**src/rtl/gol_frame_scheduler_if.sv**
```systemverilog
// Bundle between the Game of Life frame scheduler and its neighbours: register file,
// compute engine, pixel streamer and the two line BRAMs.
interface gol_frame_scheduler_if #(
  parameter int ADDR_W = 10
);
  logic              pause;
  logic              init_start;
  // Handshakes: a row moves on the edge where valid and ready are both 1.
  // Ready depends only on scheduler state, never on valid.
  logic              init_row_valid;
  logic              init_row_ready;
  logic              disp_req;
  logic [ADDR_W-1:0] disp_row;
  logic              disp_frame_end;
  logic              disp_line_valid;
  logic              calc_rd_ready;
  logic              calc_line_valid;
  logic [ADDR_W-1:0] calc_line_row;
  logic              res_valid;
  logic              res_ready;
  logic [ADDR_W-1:0] bram_a_addr;
  logic [ADDR_W-1:0] bram_b_addr;
  logic              bram_a_we;
  logic              bram_b_we;
  logic              front_sel;
  logic [31:0]       gen_count;
  logic [2:0]        sched_state;

  modport slave (
    input  pause, init_start, init_row_valid, disp_req, disp_row, disp_frame_end,
           calc_rd_ready, res_valid,
    output init_row_ready, disp_line_valid, calc_line_valid, calc_line_row, res_ready,
           bram_a_addr, bram_b_addr, bram_a_we, bram_b_we, front_sel, gen_count,
           sched_state
  );

  modport master (
    output pause, init_start, init_row_valid, disp_req, disp_row, disp_frame_end,
           calc_rd_ready, res_valid,
    input  init_row_ready, disp_line_valid, calc_line_valid, calc_line_row, res_ready,
           bram_a_addr, bram_b_addr, bram_a_we, bram_b_we, front_sel, gen_count,
           sched_state
  );
endinterface

```
**src/rtl/gol_frame_scheduler.sv**
```systemverilog
// Owns front/back bank selection for the two Game of Life line BRAMs, arbitrates the
// front read port between display and compute, and swaps banks only at frame ends.
module gol_frame_scheduler #(
  parameter int Y_SIZE = 720,
  parameter int ADDR_W = 10
) (
  input logic                  out_stream_aclk,
  input logic                  periph_reset,
  gol_frame_scheduler_if.slave bus
);

  typedef enum logic [2:0] {
    S_IDLE      = 3'd0,
    S_INIT      = 3'd1,
    S_COMPUTE   = 3'd2,
    S_WAIT_SWAP = 3'd3,
    S_PAUSED    = 3'd4
  } state_t;

  localparam int                SEQ_W    = ADDR_W + 2;
  localparam logic [SEQ_W-1:0]  SEQ_LAST = SEQ_W'(Y_SIZE + 1);
  localparam logic [ADDR_W-1:0] ROW_LAST = ADDR_W'(Y_SIZE - 1);

  state_t            state;
  logic              front_sel;
  logic [31:0]       gen_count;
  logic [ADDR_W-1:0] wr_row;
  logic [SEQ_W-1:0]  rd_seq;
  logic              from_compute;
  logic              disp_line_valid;
  logic              calc_line_valid;
  logic [ADDR_W-1:0] calc_line_row;

  logic              init_fire;
  logic              res_fire;
  logic              wr_fire;
  logic              rd_grant;
  logic [ADDR_W-1:0] rd_row;
  logic [ADDR_W-1:0] front_addr;
  logic [ADDR_W-1:0] back_addr;

  always_comb begin
    init_fire = (state == S_INIT) && bus.init_row_valid;
    res_fire  = (state == S_COMPUTE) && bus.res_valid;
    wr_fire   = init_fire || res_fire;
    rd_grant  = (state == S_COMPUTE) && bus.calc_rd_ready && (rd_seq <= SEQ_LAST) &&
                !bus.disp_req;
    // Source rows are read with a toroidal halo: last row first, row 0 again at the end.
    if (rd_seq == '0) begin
      rd_row = ROW_LAST;
    end else if (rd_seq == SEQ_LAST) begin
      rd_row = '0;
    end else begin
      rd_row = ADDR_W'(rd_seq - 1'b1);
    end
    front_addr = bus.disp_req ? bus.disp_row : (rd_grant ? rd_row : '0);
    back_addr  = wr_row;
  end

  assign bus.init_row_ready  = (state == S_INIT);
  assign bus.res_ready       = (state == S_COMPUTE);
  assign bus.bram_a_addr     = front_sel ? back_addr : front_addr;
  assign bus.bram_b_addr     = front_sel ? front_addr : back_addr;
  assign bus.bram_a_we       = front_sel && wr_fire;
  assign bus.bram_b_we       = !front_sel && wr_fire;
  assign bus.front_sel       = front_sel;
  assign bus.gen_count       = gen_count;
  assign bus.sched_state     = state;
  assign bus.disp_line_valid = disp_line_valid;
  assign bus.calc_line_valid = calc_line_valid;
  assign bus.calc_line_row   = calc_line_row;

  always_ff @(posedge out_stream_aclk) begin
    if (periph_reset) begin
      state           <= S_IDLE;
      front_sel       <= 1'b0;
      gen_count       <= '0;
      wr_row          <= '0;
      rd_seq          <= '0;
      from_compute    <= 1'b0;
      disp_line_valid <= 1'b0;
      calc_line_valid <= 1'b0;
      calc_line_row   <= '0;
    end else begin
      disp_line_valid <= bus.disp_req;
      calc_line_valid <= rd_grant;
      if (rd_grant) begin
        calc_line_row <= rd_row;
        rd_seq        <= rd_seq + 1'b1;
      end
      if (wr_fire) begin
        wr_row <= wr_row + 1'b1;
      end

      // A host load overrides everything, abandoning any generation in flight.
      if (bus.init_start) begin
        state        <= S_INIT;
        wr_row       <= '0;
        rd_seq       <= '0;
        from_compute <= 1'b0;
      end else begin
        case (state)
          S_IDLE: ;
          S_INIT: begin
            if (init_fire && (wr_row == ROW_LAST)) begin
              state        <= S_WAIT_SWAP;
              from_compute <= 1'b0;
            end
          end
          S_COMPUTE: begin
            if (res_fire && (wr_row == ROW_LAST)) begin
              state        <= S_WAIT_SWAP;
              from_compute <= 1'b1;
            end
          end
          S_WAIT_SWAP: begin
            if (bus.disp_frame_end) begin
              front_sel <= !front_sel;
              if (from_compute) begin
                gen_count <= gen_count + 32'd1;
              end
              if (bus.pause) begin
                state <= S_PAUSED;
              end else begin
                state  <= S_COMPUTE;
                wr_row <= '0;
                rd_seq <= '0;
              end
            end
          end
          S_PAUSED: begin
            if (!bus.pause) begin
              state  <= S_COMPUTE;
              wr_row <= '0;
              rd_seq <= '0;
            end
          end
          default: state <= S_IDLE;
        endcase
      end
    end
  end

endmodule

```
**src/flat_wrapper.sv**
```systemverilog
// flat-port wrapper written by rule: the top's interface ports become plain ports
module gol_frame_scheduler_flat 
#(
  parameter int Y_SIZE = 720,
  parameter int ADDR_W = 10
)
  (out_stream_aclk, periph_reset, bus_pause, bus_init_start, bus_init_row_valid, bus_disp_req, bus_disp_row, bus_disp_frame_end, bus_calc_rd_ready, bus_res_valid, bus_init_row_ready, bus_disp_line_valid, bus_calc_line_valid, bus_calc_line_row, bus_res_ready, bus_bram_a_addr, bus_bram_b_addr, bus_bram_a_we, bus_bram_b_we, bus_front_sel, bus_gen_count, bus_sched_state);
  gol_frame_scheduler_if #(.ADDR_W(ADDR_W)) bus_i ();
  input logic out_stream_aclk;
  input logic periph_reset;
  input wire logic [$bits(bus_i.pause)-1:0] bus_pause;
  input wire logic [$bits(bus_i.init_start)-1:0] bus_init_start;
  input wire logic [$bits(bus_i.init_row_valid)-1:0] bus_init_row_valid;
  input wire logic [$bits(bus_i.disp_req)-1:0] bus_disp_req;
  input wire logic [$bits(bus_i.disp_row)-1:0] bus_disp_row;
  input wire logic [$bits(bus_i.disp_frame_end)-1:0] bus_disp_frame_end;
  input wire logic [$bits(bus_i.calc_rd_ready)-1:0] bus_calc_rd_ready;
  input wire logic [$bits(bus_i.res_valid)-1:0] bus_res_valid;
  output wire logic [$bits(bus_i.init_row_ready)-1:0] bus_init_row_ready;
  output wire logic [$bits(bus_i.disp_line_valid)-1:0] bus_disp_line_valid;
  output wire logic [$bits(bus_i.calc_line_valid)-1:0] bus_calc_line_valid;
  output wire logic [$bits(bus_i.calc_line_row)-1:0] bus_calc_line_row;
  output wire logic [$bits(bus_i.res_ready)-1:0] bus_res_ready;
  output wire logic [$bits(bus_i.bram_a_addr)-1:0] bus_bram_a_addr;
  output wire logic [$bits(bus_i.bram_b_addr)-1:0] bus_bram_b_addr;
  output wire logic [$bits(bus_i.bram_a_we)-1:0] bus_bram_a_we;
  output wire logic [$bits(bus_i.bram_b_we)-1:0] bus_bram_b_we;
  output wire logic [$bits(bus_i.front_sel)-1:0] bus_front_sel;
  output wire logic [$bits(bus_i.gen_count)-1:0] bus_gen_count;
  output wire logic [$bits(bus_i.sched_state)-1:0] bus_sched_state;
  assign bus_i.pause = bus_pause;
  assign bus_i.init_start = bus_init_start;
  assign bus_i.init_row_valid = bus_init_row_valid;
  assign bus_i.disp_req = bus_disp_req;
  assign bus_i.disp_row = bus_disp_row;
  assign bus_i.disp_frame_end = bus_disp_frame_end;
  assign bus_i.calc_rd_ready = bus_calc_rd_ready;
  assign bus_i.res_valid = bus_res_valid;
  assign bus_init_row_ready = bus_i.init_row_ready;
  assign bus_disp_line_valid = bus_i.disp_line_valid;
  assign bus_calc_line_valid = bus_i.calc_line_valid;
  assign bus_calc_line_row = bus_i.calc_line_row;
  assign bus_res_ready = bus_i.res_ready;
  assign bus_bram_a_addr = bus_i.bram_a_addr;
  assign bus_bram_b_addr = bus_i.bram_b_addr;
  assign bus_bram_a_we = bus_i.bram_a_we;
  assign bus_bram_b_we = bus_i.bram_b_we;
  assign bus_front_sel = bus_i.front_sel;
  assign bus_gen_count = bus_i.gen_count;
  assign bus_sched_state = bus_i.sched_state;
  gol_frame_scheduler #(.Y_SIZE(Y_SIZE), .ADDR_W(ADDR_W)) u_core (.out_stream_aclk(out_stream_aclk), .periph_reset(periph_reset), .bus(bus_i));
endmodule
```
**config.mk**
```make
export PLATFORM = sky130hd
export DESIGN_NAME = gol_frame_scheduler_flat
export DESIGN_NICKNAME = d
export VERILOG_FILES = /design/src/rtl/gol_frame_scheduler_if.sv /design/src/rtl/gol_frame_scheduler.sv /design/src/flat_wrapper.sv
export SDC_FILE = /design/constraint.sdc
export NUM_CORES = 1
export LEC_CHECK = 0
export ABC_AREA = 1
export BUFFER_PORTS_ARGS = -buffer_cell sky130_fd_sc_hd__buf_2
export CORE_MARGIN = 2
export CORE_UTILIZATION = 55
export DETAILED_ROUTE_END_ITERATION = 6
export GPL_TIMING_DRIVEN = 0
export PLACE_DENSITY = 0.8
export SYNTH_ARGS = -nofsm -noshare
export SYNTH_HDL_FRONTEND = slang
export SYNTH_SLANG_ARGS = --single-unit
```
**constraint.sdc**
```tcl
create_clock -name out_stream_aclk -period 7 [get_ports out_stream_aclk]
set_input_delay 2.1 -clock out_stream_aclk [delete_from_list [all_inputs] [get_ports out_stream_aclk]]
set_output_delay 2.1 -clock out_stream_aclk [all_outputs]
set_load 0.03 [all_outputs]
```
Word level (Yosys, flattened, before mapping)
Index checks and enable logic that the tools add are counted.

storage, ports and cells
  flip-flop bits (word level) = 71
  input bits = 19
  output and inout bits = 72
  word-level logic and storage cells = 77

cells by class
  $add $sub $neg = 4
  order comparisons = 1
  equality and inequality tests = 15
  multiplexer cells = 24
  bitwise logic cells = 2
  reduce and logical (&&, ||, !) cells = 21

operators with widths
  cell                                                    number
  2-to-1 mux 10 bit                                       9
  2-to-1 mux 12 bit                                       3
  adder 32 x 1 -> 32 bit (second input constant)          1
  case mux 12 bit (2 select lines)                        1
  case mux 10 bit (2 select lines)                        1
  2-to-1 mux 3 bit                                        5
  case mux 3 bit (5 select lines)                         1
  adder 12 x 1 -> 12 bit (second input constant)          1
  equality test 12 x 10 -> 1 bit (second input constant)  1
  <= comparator 12 x 10 -> 1 bit (second input constant)  1
  zero test 12 bit                                        1
  adder 10 x 1 -> 10 bit (second input constant)          1
  equality test 10 bit (second input constant)            1
  AND reduction 5 bit                                     2
  subtractor 10 x 1 -> 10 bit (second input constant)     1
  logical AND 1 bit                                       9
  equality test 3 x 2 -> 1 bit (second input constant)    2
  inequality test 2 bit (second input constant)           3
  inequality test 3 x 2 -> 1 bit (second input constant)  2
  inequality test 3 bit (second input constant)           2
  AND reduction 3 bit                                     2
  inequality test 2 x 1 -> 1 bit (second input constant)  2
  AND reduction 4 bit                                     1
  equality test 3 x 1 -> 1 bit (second input constant)    1
  9 further kinds                                         13

Logic depth before layout (Yosys ltp)
  word-level depth = 8
  depth in mapped cells = 13
  gate-level depth less buffers = 12

Least setup slack after synthesis
OpenSTA, ideal clock, no wires.

  kind = input -> output
  from = in bus_calc_rd_ready
  to = out bus_bram_b_addr[4]
  data arrival time = 3123 ps
  data required time = 4900 ps
  path slack = 1777 ps
  cell stages on the path = 9
  path buffers = 1
  cells stage by stage = inv_1 > nor2_2 > nand3_4 > inv_4 > buf_12 > nand2_4 > nand2_2 > nand2_1 > nand2_1

between the ends
  longest elaborated chain between the ends = 6

ends and longest elaborated chain
  what                            RTL line                   text
  from (decl)                     flat_wrapper.sv:17         input wire logic [$bits(bus_i.calc_rd_ready)-1:0] bus_calc_rd_ready;
  logical AND 1 bit (3 in a row)  gol_frame_scheduler.sv:46  rd_grant = (state == S_COMPUTE) && bus.calc_rd_ready && (rd_seq <= SEQ_LAST) &&
  2-to-1 mux 10 bit (2 in a row)  gol_frame_scheduler.sv:56  front_addr = bus.disp_req ? bus.disp_row : (rd_grant ? rd_row : '0);
  2-to-1 mux 10 bit               gol_frame_scheduler.sv:63  assign bus.bram_b_addr = front_sel ? front_addr : back_addr;
  to (decl)                       flat_wrapper.sv:25         output wire logic [$bits(bus_i.bram_b_addr)-1:0] bus_bram_b_addr;

No other way between the ends.

Worst setup path in the final report
  from = in bus_calc_rd_ready
  to = out bus_bram_a_addr[0]

between the ends
  longest elaborated chain between the ends = 6

ends and longest elaborated chain
  what                            RTL line                   text
  logical AND 1 bit (3 in a row)  gol_frame_scheduler.sv:46
  2-to-1 mux 10 bit (2 in a row)  gol_frame_scheduler.sv:56
  2-to-1 mux 10 bit               gol_frame_scheduler.sv:62  assign bus.bram_a_addr = front_sel ? back_addr : front_addr;
  to (decl)                       flat_wrapper.sv:24         output wire logic [$bits(bus_i.bram_a_addr)-1:0] bus_bram_a_addr;

No other way between the ends.

==> flow_summary.html <==
<table>
<tr><th>Metric</th><th>Value</th></tr>
<tr><th colspan="2">Outcome</th></tr>
<tr><td>Status</td><td>completed</td></tr>
<tr><th colspan="2">Worst setup path</th></tr>
<tr><td>Slowest CP cell</td><td>sky130_fd_sc_hd__nor2_2</td></tr>
<tr><td>Worst R2R Path Depth</td><td>8</td></tr>
<tr><td>Critical Path AT</td><td>between 3 and 4 ns</td></tr>
<tr><td>Critical Setup Path Class</td><td>in2out</td></tr>
<tr><td>Nature of the critical path startpoint</td><td>input port</td></tr>
<tr><td>CP delay by family, top</td><td>simple AND/OR/NAND/NOR gates</td></tr>
<tr><td>Setup slack on the worst flop-to-flop path</td><td>5.04 ns</td></tr>
<tr><td>Total buffers and inverters traversed by the critical path</td><td>5</td></tr>
<tr><td>Cells along the critical path</td><td>buf_2, inv_1, nor2_2, nand3_4, inv_4, buf_12, nand2_4, nand2_2, nand2_1, nand2_1, buf_2</td></tr>
<tr><td>Logic depth of the worst path, buffers included</td><td>11</td></tr>
<tr><td>Critical path fanouts, max</td><td>10</td></tr>
<tr><td>Required time of the worst setup path</td><td>roughly 4.9 ns</td></tr>
<tr><td>Critical path endpoint category</td><td>output port</td></tr>
<tr><td>Maximum cell stage delay along the critical path</td><td>roughly 0.4 ns</td></tr>
<tr><th colspan="2">Layout</th></tr>
<tr><td>N_diodes</td><td>0</td></tr>
<tr><td>Area added between synthesis and finish</td><td>16.2%</td></tr>
<tr><td>Final core utilization</td><td>about 65%</td></tr>
<tr><td>Layout net count</td><td>approximately 860</td></tr>
<tr><td>Fraction of layout cells with a size suffix above 1</td><td>18.2%</td></tr>
<tr><th colspan="2">Die</th></tr>
<tr><td>Top Ports</td><td>slightly above 90</td></tr>
<tr><td>Die area</td><td>8970 sq um</td></tr>
<tr><td>Cell row count</td><td>33</td></tr>
<tr><td>Initial cell density of the core</td><td>between 50% and 60%</td></tr>
<tr><td>Die Y</td><td>94.7 microns</td></tr>
<tr><td>Die span in x</td><td>94.7 microns</td></tr>
<tr><td>Core Footprint</td><td>8090 sq um</td></tr>
<tr><th colspan="2">Clock tree</th></tr>
<tr><td>Clk buf depth</td><td>2</td></tr>
<tr><td>Gates resized, CTS repair</td><td>0</td></tr>
<tr><td>Clk_lat worst skew</td><td>~0.34 ns</td></tr>
<tr><td>Clock transition at the registers of the reported paths</td><td>about 0.070 ns</td></tr>
<tr><td>Clock sinks</td><td>71</td></tr>
<tr><td>H-tree Lvls</td><td>3</td></tr>
<tr><td>TritonCTS clock tree</td><td>yes</td></tr>
<tr><td>Total CTS buffers</td><td>9</td></tr>
<tr><td>Hold-fix buffers at CTS</td><td>0</td></tr>
<tr><td>Count of buffers added by post-CTS timing repair for setup</td><td>0</td></tr>
<tr><td>Root cell of the clock tree</td><td>sky130_fd_sc_hd__clkbuf_8</td></tr>
<tr><th colspan="2">Timing</th></tr>
<tr><td>Setup repair after global routing missed its margin</td><td>no</td></tr>
<tr><td>Max Clk Rate</td><td>around 180 MHz</td></tr>
<tr><td>Slew margin rel.</td><td>between 50% and 60%</td></tr>
<tr><td>Final period demand of the worst path</td><td>between 5 and 6 ns</td></tr>
<tr><td>Fin Setup TNS</td><td>0 ns</td></tr>
<tr><td>Largest clock skew in the final design</td><td>slightly above 0.01 ns</td></tr>
<tr><td>Fin. max-slew vios</td><td>0</td></tr>
<tr><td>Final Hold Violating Endpoints</td><td>0</td></tr>
<tr><td>Period utilization</td><td>about four fifths</td></tr>
<tr><td>Measured slew at the worst slew-check pin</td><td>approximately 0.7 ns</td></tr>
<tr><td>Total setup violations reported at the end of the flow</td><td>0</td></tr>
<tr><th colspan="2">Routing</th></tr>
<tr><td>Detailed-route DRC error count</td><td>0</td></tr>
<tr><td>Count of antenna-violating nets left after detailed routing</td><td>0</td></tr>
<tr><td>Initial DRC count</td><td>276</td></tr>
<tr><td>Number of vias per cell after detailed routing</td><td>around 5.3</td></tr>
<tr><td>WL/cell</td><td>roughly 13 microns</td></tr>
<tr><td>Final Routed Wirelength</td><td>between 10,000 and 15,000 microns</td></tr>
<tr><td>Number of iterations in the first detailed-routing pass</td><td>5</td></tr>
<tr><td>Total number of vias</td><td>about 5,000</td></tr>
<tr><th colspan="2">Logic synthesis</th></tr>
<tr><td>Count of yosys warnings during synthesis</td><td>0</td></tr>
<tr><td>Prevailing post-synth register cell</td><td>sky130_fd_sc_hd__dfxtp_1</td></tr>
<tr><td>Share of synthesized area occupied by flip-flops and latches</td><td>a little under a third</td></tr>
<tr><td>Synth cell types</td><td>35</td></tr>
<tr><td>Biggest area consumer among synthesized cells</td><td>sky130_fd_sc_hd__dfxtp_1</td></tr>
<tr><td>Syn Area/Cell</td><td>between 6 and 7 sq um</td></tr>
<tr><td>Cell area after technology mapping</td><td>4530 sq um</td></tr>
<tr><td>Post-synthesis instance total</td><td>737</td></tr>
<tr><td>Share of the synthesized area in the top cell type</td><td>around a third</td></tr>
<tr><td>Synth Net Count</td><td>762</td></tr>
<tr><td>Synth top area cells</td><td>sky130_fd_sc_hd__dfxtp_1 31%, sky130_fd_sc_hd__nand2_1 21%, sky130_fd_sc_hd__nor2_1 8.5%</td></tr>
<tr><td>Count of flip-flops with a built-in enable after synthesis</td><td>0</td></tr>
<tr><td>Share of flip-flops with an asynchronous set or reset</td><td>0%</td></tr>
<tr><td>Synthesized flop and latch total</td><td>between 70 and 80</td></tr>
<tr><th colspan="2">Power and ir drop</th></tr>
<tr><td>Power per unit of standard cell area</td><td>139 nW/um^2</td></tr>
<tr><td>Worst VDD drop</td><td>~0.00008 V</td></tr>
<tr><td>Post-route total power</td><td>733 uW</td></tr>
<tr><td>Cell leakage power</td><td>between 2 and 3 nW</td></tr>
<tr><th colspan="2">Placement</th></tr>
<tr><td>Count of input and output buffers</td><td>90</td></tr>
<tr><td>HPWL reported at the end of detailed placement</td><td>about 9600 microns</td></tr>
<tr><td>Global placer's final weighted congestion</td><td>approximately 0.98</td></tr>
<tr><th colspan="2">Global route</th></tr>
<tr><td>Vias in the first global route</td><td>4,420</td></tr>
<tr><td>Largest net degree at the start of global routing</td><td>11</td></tr>
<tr><td>Overflow left after global routing</td><td>0</td></tr>
<tr><td>Global-route wire length before repair</td><td>roughly 20,000 microns</td></tr>
<tr><td>Aggregate global-route resource usage</td><td>about 29%</td></tr>
<tr><td>Antenna violations before repair</td><td>0</td></tr>
<tr><th colspan="2">Hold path</th></tr>
<tr><td>Worst Hold Path Cells</td><td>2</td></tr>
<tr><td>Type of the most critical hold path</td><td>reg2reg</td></tr>
<tr><th colspan="2">Run</th></tr>
<tr><td>Number of max-cap violations</td><td>0</td></tr>
</table>
## final cells by class
class / count / area, sq um
flip-flops and latches: 71 / 1420
clock buffers: 11 / 141
repair buffers: 90 / 450
multi-input cells: 561 / 2670
fillers: 789 / 2830
inverters: 90 / 340
clock inverters: 2 / 10.0
well taps: 105 / 131
plain buffers: 15 / 93.8
## cells in the mapped netlist, types with 2 or more instances
library cell and n:
sky130_fd_sc_hd__nand2_4 10, sky130_fd_sc_hd__nor3_2 2, sky130_fd_sc_hd__buf_2 2, sky130_fd_sc_hd__nand2_1 257, sky130_fd_sc_hd__nand3b_1 3, sky130_fd_sc_hd__nor2_1 102, sky130_fd_sc_hd__nand3_1 37, sky130_fd_sc_hd__clkbuf_1 8
sky130_fd_sc_hd__nor3_1 21, sky130_fd_sc_hd__xor2_1 12, sky130_fd_sc_hd__nor2_2 5, sky130_fd_sc_hd__inv_2 4, sky130_fd_sc_hd__nor2_4 4, sky130_fd_sc_hd__dfxtp_1 71, sky130_fd_sc_hd__inv_1 85, sky130_fd_sc_hd__o21ai_1 3
sky130_fd_sc_hd__ha_1 6, sky130_fd_sc_hd__buf_4 3, sky130_fd_sc_hd__o21ai_0 16, sky130_fd_sc_hd__nand2_2 13, sky130_fd_sc_hd__nand4_1 17, sky130_fd_sc_hd__and3_1 2, sky130_fd_sc_hd__a21oi_1 42
## sequential cells by signal, summed over array words and instances (netlist names)
| name | cells |
|---|---|
| u_core.bus.gen_count | 32 |
| u_core.rd_seq | 12 |
| u_core.back_addr | 10 |
| u_core.bus.calc_line_row | 10 |
| u_core.bus.sched_state | 3 |
| u_core.bus.calc_line_valid | 1 |
| u_core.bus.disp_line_valid | 1 |
| u_core.bus.front_sel | 1 |
| u_core.from_compute | 1 |
## final timing paths
check                                                       startpoint                            to
worst max-delay path                                 bus_calc_rd_ready            bus_bram_a_addr[0]
worst min-delay path                      u_core.rd_seq[10]$_SDFF_PP0_  u_core.rd_seq[10]$_SDFF_PP0_
worst max register to register  u_core.bus.sched_state[0]$_SDFFE_PP0P_   u_core.rd_seq[3]$_SDFF_PP0_
worst min register to register            u_core.rd_seq[10]$_SDFF_PP0_  u_core.rd_seq[10]$_SDFF_PP0_
## cells in the final DEF, fill, tap and decap left out, drive strengths merged, types with 2 or more instances in the layout
cell,instances
nand3b,4
xor2,12
clkbuf,19
inv,90
nand4,18
nor3,23
nand2,280
a21oi,42
and3,2
o21ai,20
buf,97
nor2,112
dfxtp,71
clkinv,2
nand3,38
ha,6
## logic make-up after synthesis
group           synth area share [%]
simple gates                    47.8
xor+xnor                        2.32
fa+ha+maj                       1.66
compound gates                  7.24
flops                           31.4
buf+inv                         9.59
## through the flow
step	cell area, sq um	instances	setup slack, ns	hold WS, ns
final	5260	945	1.32	0.469
after global routing	5260	945	1.23	0.492
after CTS	5260	945	1.34	0.472
after detailed placement	5110	932	1.35	0.459
after global placement	5110	932	1.36	0.440
after floorplan	4530	737	1.78	0.430
## per-layer routing
layer | track usage, % | wire length (microns)
met1 | 39.3 | 5670
met2 | 45.7 | 5570
met3 | 3.67 | 874
met4 | 10.0 | 242
met5 | 0 | 0
## report_power, final
group	switching (mW)	internal [mW]	total, mW	leakage [nW]
Combinational	0.0346	0.0141	0.0487	1.90
Clock	0.146	0.132	0.278	0.0809
Sequential	0.00145	0.405	0.406	0.572
## worst min-delay path: stages (launching register included)
cell and delay (ns):
sky130_fd_sc_hd__dfxtp_1 0.31, sky130_fd_sc_hd__inv_1 0.07, sky130_fd_sc_hd__nor2_1 0.05
Note: power is estimated with default switching activity, not from simulation.
